[src/rtl/crc10_frame_ctrl.sv]
// crc10_frame_ctrl: bit-serial CRC-10 (G = x^10+x^9+x^5+x+1) over 32-bit words, one CRC per frame.
// Latency: crc_valid rises 32 cycles after the accept edge of the last word; 1 word per 33 cycles.
// Backpressure: s_ready only in IDLE; OUT holds crc_out until crc_ready, upstream stalls meanwhile.
// Ports: clk, rst (sync, active-high) | s_valid/s_ready/s_data/s_last word input |
//        crc_valid/crc_ready/crc_out CRC result | frame_words (saturating word count) | busy (not IDLE).
module crc10_frame_ctrl #(
   parameter logic [9:0] INIT = 10'h000
) (
   input  logic        clk,
   input  logic        rst,
   input  logic        s_valid,
   output logic        s_ready,
   input  logic [31:0] s_data,
   input  logic        s_last,
   output logic        crc_valid,
   input  logic        crc_ready,
   output logic [9:0]  crc_out,
   output logic [15:0] frame_words,
   output logic        busy
);

   typedef enum logic [1:0] {
      IDLE  = 2'd0,
      SHIFT = 2'd1,
      OUT   = 2'd2
   } state_t;

   state_t      state;
   state_t      state_nxt;
   logic [31:0] shreg;
   logic        last_q;
   logic [4:0]  bit_cnt;
   logic [9:0]  crc;
   logic        first_word;
   logic        accept;
   logic        fb;
   logic [9:0]  crc_step;

   // Next-state and handshake outputs
   always_comb begin
      state_nxt = state;
      s_ready   = 1'b0;
      crc_valid = 1'b0;
      busy      = 1'b1;
      case (state)
         IDLE: begin
            s_ready = 1'b1;
            busy    = 1'b0;
            if (s_valid) state_nxt = SHIFT;
         end
         SHIFT: begin
            if (bit_cnt == 5'd31) state_nxt = last_q ? OUT : IDLE;
         end
         OUT: begin
            crc_valid = 1'b1;
            if (crc_ready) state_nxt = IDLE;
         end
         default: state_nxt = IDLE;
      endcase
   end

   assign accept  = s_valid && s_ready;
   assign crc_out = crc;

   // One LFSR step: feedback taps at x^9, x^5, x^1, x^0 of the generator
   assign fb       = crc[9] ^ shreg[0];
   assign crc_step = {crc[8] ^ fb, crc[7:5], crc[4] ^ fb, crc[3:1], crc[0] ^ fb, fb};

   always_ff @(posedge clk) begin
      if (rst) state <= IDLE;
      else     state <= state_nxt;
   end

   always_ff @(posedge clk) begin
      if (rst) begin
         crc         <= INIT;
         shreg       <= '0;
         last_q      <= 1'b0;
         bit_cnt     <= '0;
         frame_words <= '0;
         first_word  <= 1'b1;
      end else begin
         case (state)
            IDLE: begin
               if (accept) begin
                  shreg   <= s_data;
                  last_q  <= s_last;
                  bit_cnt <= '0;
                  // CRC carries across words; reload only at a frame's first word
                  if (first_word) begin
                     crc         <= INIT;
                     frame_words <= 16'd1;
                     first_word  <= 1'b0;
                  end else if (frame_words != 16'hFFFF) begin
                     frame_words <= frame_words + 16'd1;
                  end
               end
            end
            SHIFT: begin
               shreg   <= {1'b0, shreg[31:1]};
               crc     <= crc_step;
               bit_cnt <= bit_cnt + 5'd1;
            end
            OUT: begin
               if (crc_ready) first_word <= 1'b1;
            end
            default: ;
         endcase
      end
   end

endmodule

[config.mk]
export PLATFORM = sky130hd
export DESIGN_NAME = crc10_frame_ctrl
export DESIGN_NICKNAME = d
export VERILOG_FILES = /design/src/rtl/crc10_frame_ctrl.sv
export SDC_FILE = /design/constraint.sdc
export NUM_CORES = 1
export LEC_CHECK = 0
export ABC_CLOCK_PERIOD_IN_PS = 2300
export CAP_MARGIN = 0
export CORE_UTILIZATION = 45
export DETAILED_ROUTE_END_ITERATION = 8
export HOLD_SLACK_MARGIN = 0.06
export PLACE_DENSITY = 0.81
export SLEW_MARGIN = 10
export SYNTH_ARGS = -nofsm -noshare
export SYNTH_HDL_FRONTEND = slang
export SYNTH_SLANG_ARGS = --single-unit
[constraint.sdc]
create_clock -name clk -period 2.3 [get_ports clk]
set_input_delay 0.46 -clock clk [delete_from_list [all_inputs] [get_ports clk]]
set_output_delay 0.46 -clock clk [all_outputs]
set_load 0.05 [all_outputs]
==> results.tsv, run 1 <==
metric	value	unit
status	finished with violations	
violations	DRC	
synth.ff_latch_count	67	
synth_area	0.00308	mm2
hp-class	input pin to flip-flop	
slew_headroom	59.9	%
vias	2920	
crit_slowest_cell	clkdlybuf4s50_1	
overflow	0	
ys.flop_type	dfxtp_1	
r2r_slack	0.38	ns
drt_iter0_markers	239	
crit_required	1.84	ns
hpwl	4650	um
gp_congestion	0.825	
core_region_area	0.00649	mm2
clockRootBuffer	clkbuf_8	
layout_min_cycle_time	2.13	ns
async_flop_share	0	%
clockPowerShare	36.6	%
worstPathArrival	1.67	ns
fin_cells	516	
p_seq_share	48.9	%
timing.final.crit_share	92.7	%
ys.warnings.count	0	
grt_pass1_wl	12200	um
grt_antenna_before_repair	0	
wl_per_cell	13.8	um
syn_inst	378	
mostFrequentLayoutCells	nand2_1, dfxtp_1, clkdlybuf4s50_1, nor2_1, a311oi_1	
mostFrequentLayoutCell	nand2_1	
p_switching	0.718	mW
switching_share	27.6	%
synth_edf_count	0	
yosys.cell_types.count	46	
critPathBufInv	1	
max_stage_delay	0.86	ns
comb_power_share	14.5	%
setup.worst_path.start_class	flip-flop	
layout-drive-gt1-share	8.43	%
start_util	47.5	%
clkSlewWorstSetupHoldPaths	0.07	ns
p_leak	1.48	nW
die_w	84.8	um
final.setup.tns	0	ns
die_area	0.00719	mm2
antenna_cells	0	
drc	5	
final_nets	474	
clk-insertion-delay-late	0.35	ns
yosysTopAreaCell	dfxtp_1	
grt.total_usage	21.2	%
grt_max_degree	72	
htree_levels	3	
setup_violations	0	
synth_nets	418	
portBuffers	65	
cp_cell_sequence	clkdlybuf4s50_1	
avgSynthCellArea	8.16	um2
wl	7140	um
tightestPinTransition	0.601	ns
rsz0062_at_grt	false	
synth_top_area_share	43.5	%
vdd_drop_max	0.376	mV
max_freq	469	MHz
cts_tree	yes	
synth.area.top_cells	dfxtp_1, a311oi_1, nand2_1	
drt_pre_antenna_iters	7	
intPower	1.89	mW
dp.cells	500	
critPathCaptureType	output port	
finClkSkew	0.00831	ns
ant_nets	0	
cap_violations	0	
p_per_area	651	mW/mm2
worstSetupPathType	flip-flop to output port	
row_count	29	
first_global_vias	2727	
hold_viol_final	0	
die_h	84.8	um
clock_path_buffers	2	
critical-path-top-delay-family	buffers and inverters	
finalMaxSlewViolations	0	
io-pin-count	66	
ctsHoldBuffers	0	
seq_area_frac_synth	43.5	%
cp_max_fo	8	
clock-sinks	67	
area_delta_synth_final	29.7	%
vias_per_cell	5.66	
cts_made_buffers	9	
sequential cells by signal, summed over array words and instances, names as in the netlist:
name / count
frame_words: 16
shreg: 32
last_q: 1
first_word: 1
bit_cnt: 5
state: 2
crc_out: 10
cell families after synthesis:
| group | count (synthesis) | share of synthesized area (%) |
|---|---|---|
| AOI/OAI and AO/OA | 94 | 23.1 |
| xor gates and xnor gates | 4 | 1.14 |
| adders and majority gates | 3 | 1.22 |
| buffers and inverters | 36 | 4.95 |
| DFF | 67 | 43.5 |
| and+or+nand+nor | 174 | 26.1 |
cell type report:
| type | instances | area, um2 |
|---|---|---|
| Fill cell | 573 | 2490 |
| Multi-Input combinational cell | 275 | 1600 |
| Sequential cell | 67 | 1340 |
| Timing Repair Buffer | 73 | 743 |
| Clock buffer | 9 | 124 |
| Tap cell | 77 | 96.3 |
| Clock inverter | 7 | 68.8 |
| Inverter | 8 | 30.0 |
synthesized netlist by cell type (4+ instances only):
cell type,number
o211ai_1,8
a311oi_1,33
nand2_1,75
or4_1,4
and3_1,4
a22oi_1,9
xor2_1,4
dfxtp_1,67
nand4_1,4
inv_1,8
clkbuf_1,17
a211oi_1,5
buf_2,8
a31oi_1,4
a21oi_1,16
nand3_1,9
o21ai_0,6
nor2_1,57
power by group through the flow:
stage | Sequential [mW] | Combinational (mW) | Clock, mW
detailed placement | 1.30 | 0.380 | 0
global placement | 1.30 | 0.374 | 0
global route | 1.28 | 0.418 | 1.03
CTS | 1.27 | 0.381 | 0.982
floorplan | 1.30 | 0.234 | 0
finish | 1.27 | 0.378 | 0.954
path summary, 6_finish.rpt:
| path | startpoint | endpoint | cells after the start |
|---|---|---|---|
| max | frame_words[0] | frame_words[0] | 1 |
| min | rst | frame_words[12] | 2 |
| max reg2reg | frame_words[0] | frame_words[10] | 5 |
| min reg2reg | last_q | last_q | 2 |
metrics by stage:
step / hold WS (ns) / total power [mW] / worst slack, ns / cell area, um2 / utilization (%)
final: 0.358 / 2.61 / 0.169 / 4000 / 61.6
after CTS: 0.337 / 2.63 / 0.0771 / 4000 / 61.5
after global routing: 0.352 / 2.73 / 0.117 / 4000 / 61.6
after global placement: 0.445 / 1.67 / 0.191 / 3810 / 58.6
after floorplan: 0.428 / 1.54 / 0.293 / 3080 / -
after detailed placement: 0.451 / 1.68 / 0.154 / 3810 / 58.6
per-layer routing:
layer / global-route usage [%] / vias up / wire, um
li1: - / 1477 / -
met3: 6.49 / 14 / 359
met2: 34.1 / 73 / 3270
met4: 8.78 / 0 / 146
met5: 0 / - / 0
met1: 26.6 / 1356 / 3370
timing repair:
item / in CTS / in global routing
setup buffers: 0 / 0
endpoints found under the setup margin: 2 / 1
gates resized for setup: 2 / 1
endpoints found under the hold margin: 0 / 0
Note: power is estimated with default switching activity, not from simulation.
==> run 2: changes to the inputs <==
--- a/config.mk
+++ b/config.mk
@@ -8,6 +8,7 @@
 export ABC_CLOCK_PERIOD_IN_PS = 2300
 export CAP_MARGIN = 0
 export CORE_UTILIZATION = 45
+export CTS_BUF_LIST = sky130_fd_sc_hd__clkbuf_4
 export DETAILED_ROUTE_END_ITERATION = 8
 export HOLD_SLACK_MARGIN = 0.06
 export PLACE_DENSITY = 0.81
==> run 2 against run 1 <==
  * The flow still finishes with violations (DRC)
  * Core utilization fell by 0.92 points
  * Global-route usage shrank 0.063 points
  * Final cell count stayed put
  * Hold slack got worse by 0.072 ns
  * Cell area fell by 1.5%
  * Worst setup slack lost 0.074 ns
  * Critical path depth stayed put
  * Clock-buffer cell count did not move
  * Via count is 0.14% lower
  * Critical path type unchanged
  * Critical endpoint unchanged
  * Largest cell class unchanged
  * Largest power group unchanged
==> results.tsv, run 2 (same netlist as run 1, synthesis figures left out) <==
metric	value	unit	change
clockRootBuffer	clkbuf_4		was clkbuf_8
grt_max_degree	72		unchanged
grt_pass1_wl	12200	um	about the same
htree_levels	3		unchanged
rsz0062_at_grt	false		unchanged
vias_per_cell	5.65		was 5.66
vdd_drop_max	0.310	mV	was 0.376 mV
crit_slowest_cell	clkdlybuf4s50_1		unchanged
largest_register_ffs	32		unchanged
core_region_area	0.00649	mm2	unchanged
slew_headroom	60.1	%	was 59.9%
clock_path_buffers	2		unchanged
area_delta_synth_final	27.8	%	was 29.7%
cts_made_buffers	9		unchanged
start_util	47.5	%	unchanged
top_register	shreg		unchanged
cap_violations	0		unchanged
cts_resized	3		was 2
p_seq_share	52.8	%	was 48.9%
overflow	0		unchanged
final_nets	474		unchanged
ctsHoldBuffers	0		unchanged
mostFrequentLayoutCells	nand2_1, dfxtp_1, clkdlybuf4s50_1, nor2_1, a311oi_1		unchanged
die_h	84.8	um	unchanged
cts_tree	yes		unchanged
drt_pre_antenna_iters	6		was 7
vias	2916		was 2920
critPathCaptureType	output port		unchanged
final_area	0.00394	mm2	was 0.00400 mm2
cp_max_fo	8		unchanged
grt_antenna_before_repair	0		unchanged
wl_per_cell	13.9	um	was 13.8 um
fin_total_pwr	2.41	mW	was 2.61 mW
max_freq	454	MHz	was 469 MHz
p_per_area	611	mW/mm2	was 651 mW/mm2
clockPowerShare	31.5	%	was 36.6%
hold_viol_final	0		unchanged
setup.worst_path.start_class	flip-flop		unchanged
die_w	84.8	um	unchanged
ant_nets	0		unchanged
p_leak	1.45	nW	was 1.48 nW
num-fill-cells	582		was 573
status	finished with violations		unchanged
worstSetupPathType	flip-flop to output port		unchanged
first_global_vias	2748		was 2727
portBuffers	65		unchanged
hpwl	4650	um	unchanged
critical-path-top-delay-family	buffers and inverters		unchanged
finClkSkew	0.0109	ns	was 0.00831 ns
final.setup.tns	0	ns	unchanged
mostFrequentLayoutCell	nand2_1		unchanged
setup_violations	0		unchanged
tightestPinTransition	0.598	ns	was 0.601 ns
drt_iter0_markers	217		was 239
intPower	1.72	mW	was 1.89 mW
crit_required	1.84	ns	about the same
layout_min_cycle_time	2.20	ns	was 2.13 ns
row_count	29		unchanged
cp_cell_sequence	clkdlybuf4s50_1		unchanged
clk-insertion-delay-late	0.41	ns	was 0.35 ns
layout-drive-gt1-share	8.43	%	unchanged
io-pin-count	66		unchanged
die_area	0.00719	mm2	unchanged
comb_power_share	15.7	%	was 14.5%
critPathBufInv	1		unchanged
switching_share	28.7	%	was 27.6%
violations	DRC		unchanged
hp-class	input pin to flip-flop		unchanged
clock-sinks	67		unchanged
max_stage_delay	0.86	ns	about the same
drc	5		unchanged
post-cts-setup-buffer-count	0		unchanged
worstPathArrival	1.74	ns	was 1.67 ns
clkSlewWorstSetupHoldPaths	0.12	ns	was 0.07 ns
grt.total_usage	21.2	%	about the same
wl	7180	um	was 7140 um
p_switching	0.691	mW	was 0.718 mW
finalMaxSlewViolations	0		unchanged
timing.final.crit_share	95.9	%	was 92.7%
gp_congestion	0.825		unchanged
placed_area	0.00381	mm2	unchanged
antenna_cells	0		unchanged
run 2: cell types whose count changed in the layout (fill, tap and decap cells not counted), sizes merged:
cell,delta
dlygate4sd2,+1
dlymetal6s2s,-1
run 2: metrics by stage:
| stage | cells | hold slack [ns] | setup slack (ns) | util [%] |
|---|---|---|---|---|
| 6_report | 516 | 0.286 | 0.0952 | 60.7 |
| 5_1_grt | 516 | 0.269 | 0.0299 | 60.7 |
| 3_5_place_dp | 500 | 0.451 | 0.154 | 58.6 |
| 3_3_place_gp | 500 | 0.445 | 0.191 | 58.6 |
| 4_1_cts | 516 | 0.258 | 0.0743 | 60.7 |
| 2_1_floorplan | 378 | 0.428 | 0.293 | - |
run 2: power by group through the flow:
stage / combinational, mW / clock [mW] / sequential (mW)
finish: 0.378 / 0.759 / 1.27
global route: 0.418 / 0.838 / 1.28
CTS: 0.380 / 0.785 / 1.27
detailed placement: 0.380 / 0 / 1.30
global placement: 0.374 / 0 / 1.30
floorplan: 0.234 / 0 / 1.30
run 2: routing by layer:
| metal | global-route usage, % | share of wire, % | vias up |
|---|---|---|---|
| li1 | - | - | 1481 |
| met1 | 26.5 | 47 | 1352 |
| met2 | 34.5 | 46 | 71 |
| met3 | 6.59 | 4.9 | 12 |
| met4 | 7.55 | 1.8 | 0 |
| met5 | 0 | 0 | - |
run 2: worst paths after layout:
kind	startpoint	slack (ns)	cells past startpoint	end
worst max register to register	frame_words[0]	0.35	5	frame_words[10]
worst max-delay path	frame_words[0]	0.1	1	frame_words[0]
worst min register to register	last_q	0.47	2	last_q
worst min-delay path	rst	0.29	2	frame_words[12]
run 2: layout make-up:
class,count,area (um2),area share [%]
tap,77,96.3,2.45
inverter,8,30.0,0.762
clock buffer,9,67.6,1.71
sequential,67,1340,34.0
timing repair buffer,73,739,18.8
clock inverter,7,68.8,1.75
multi-input combinational,275,1600,40.5
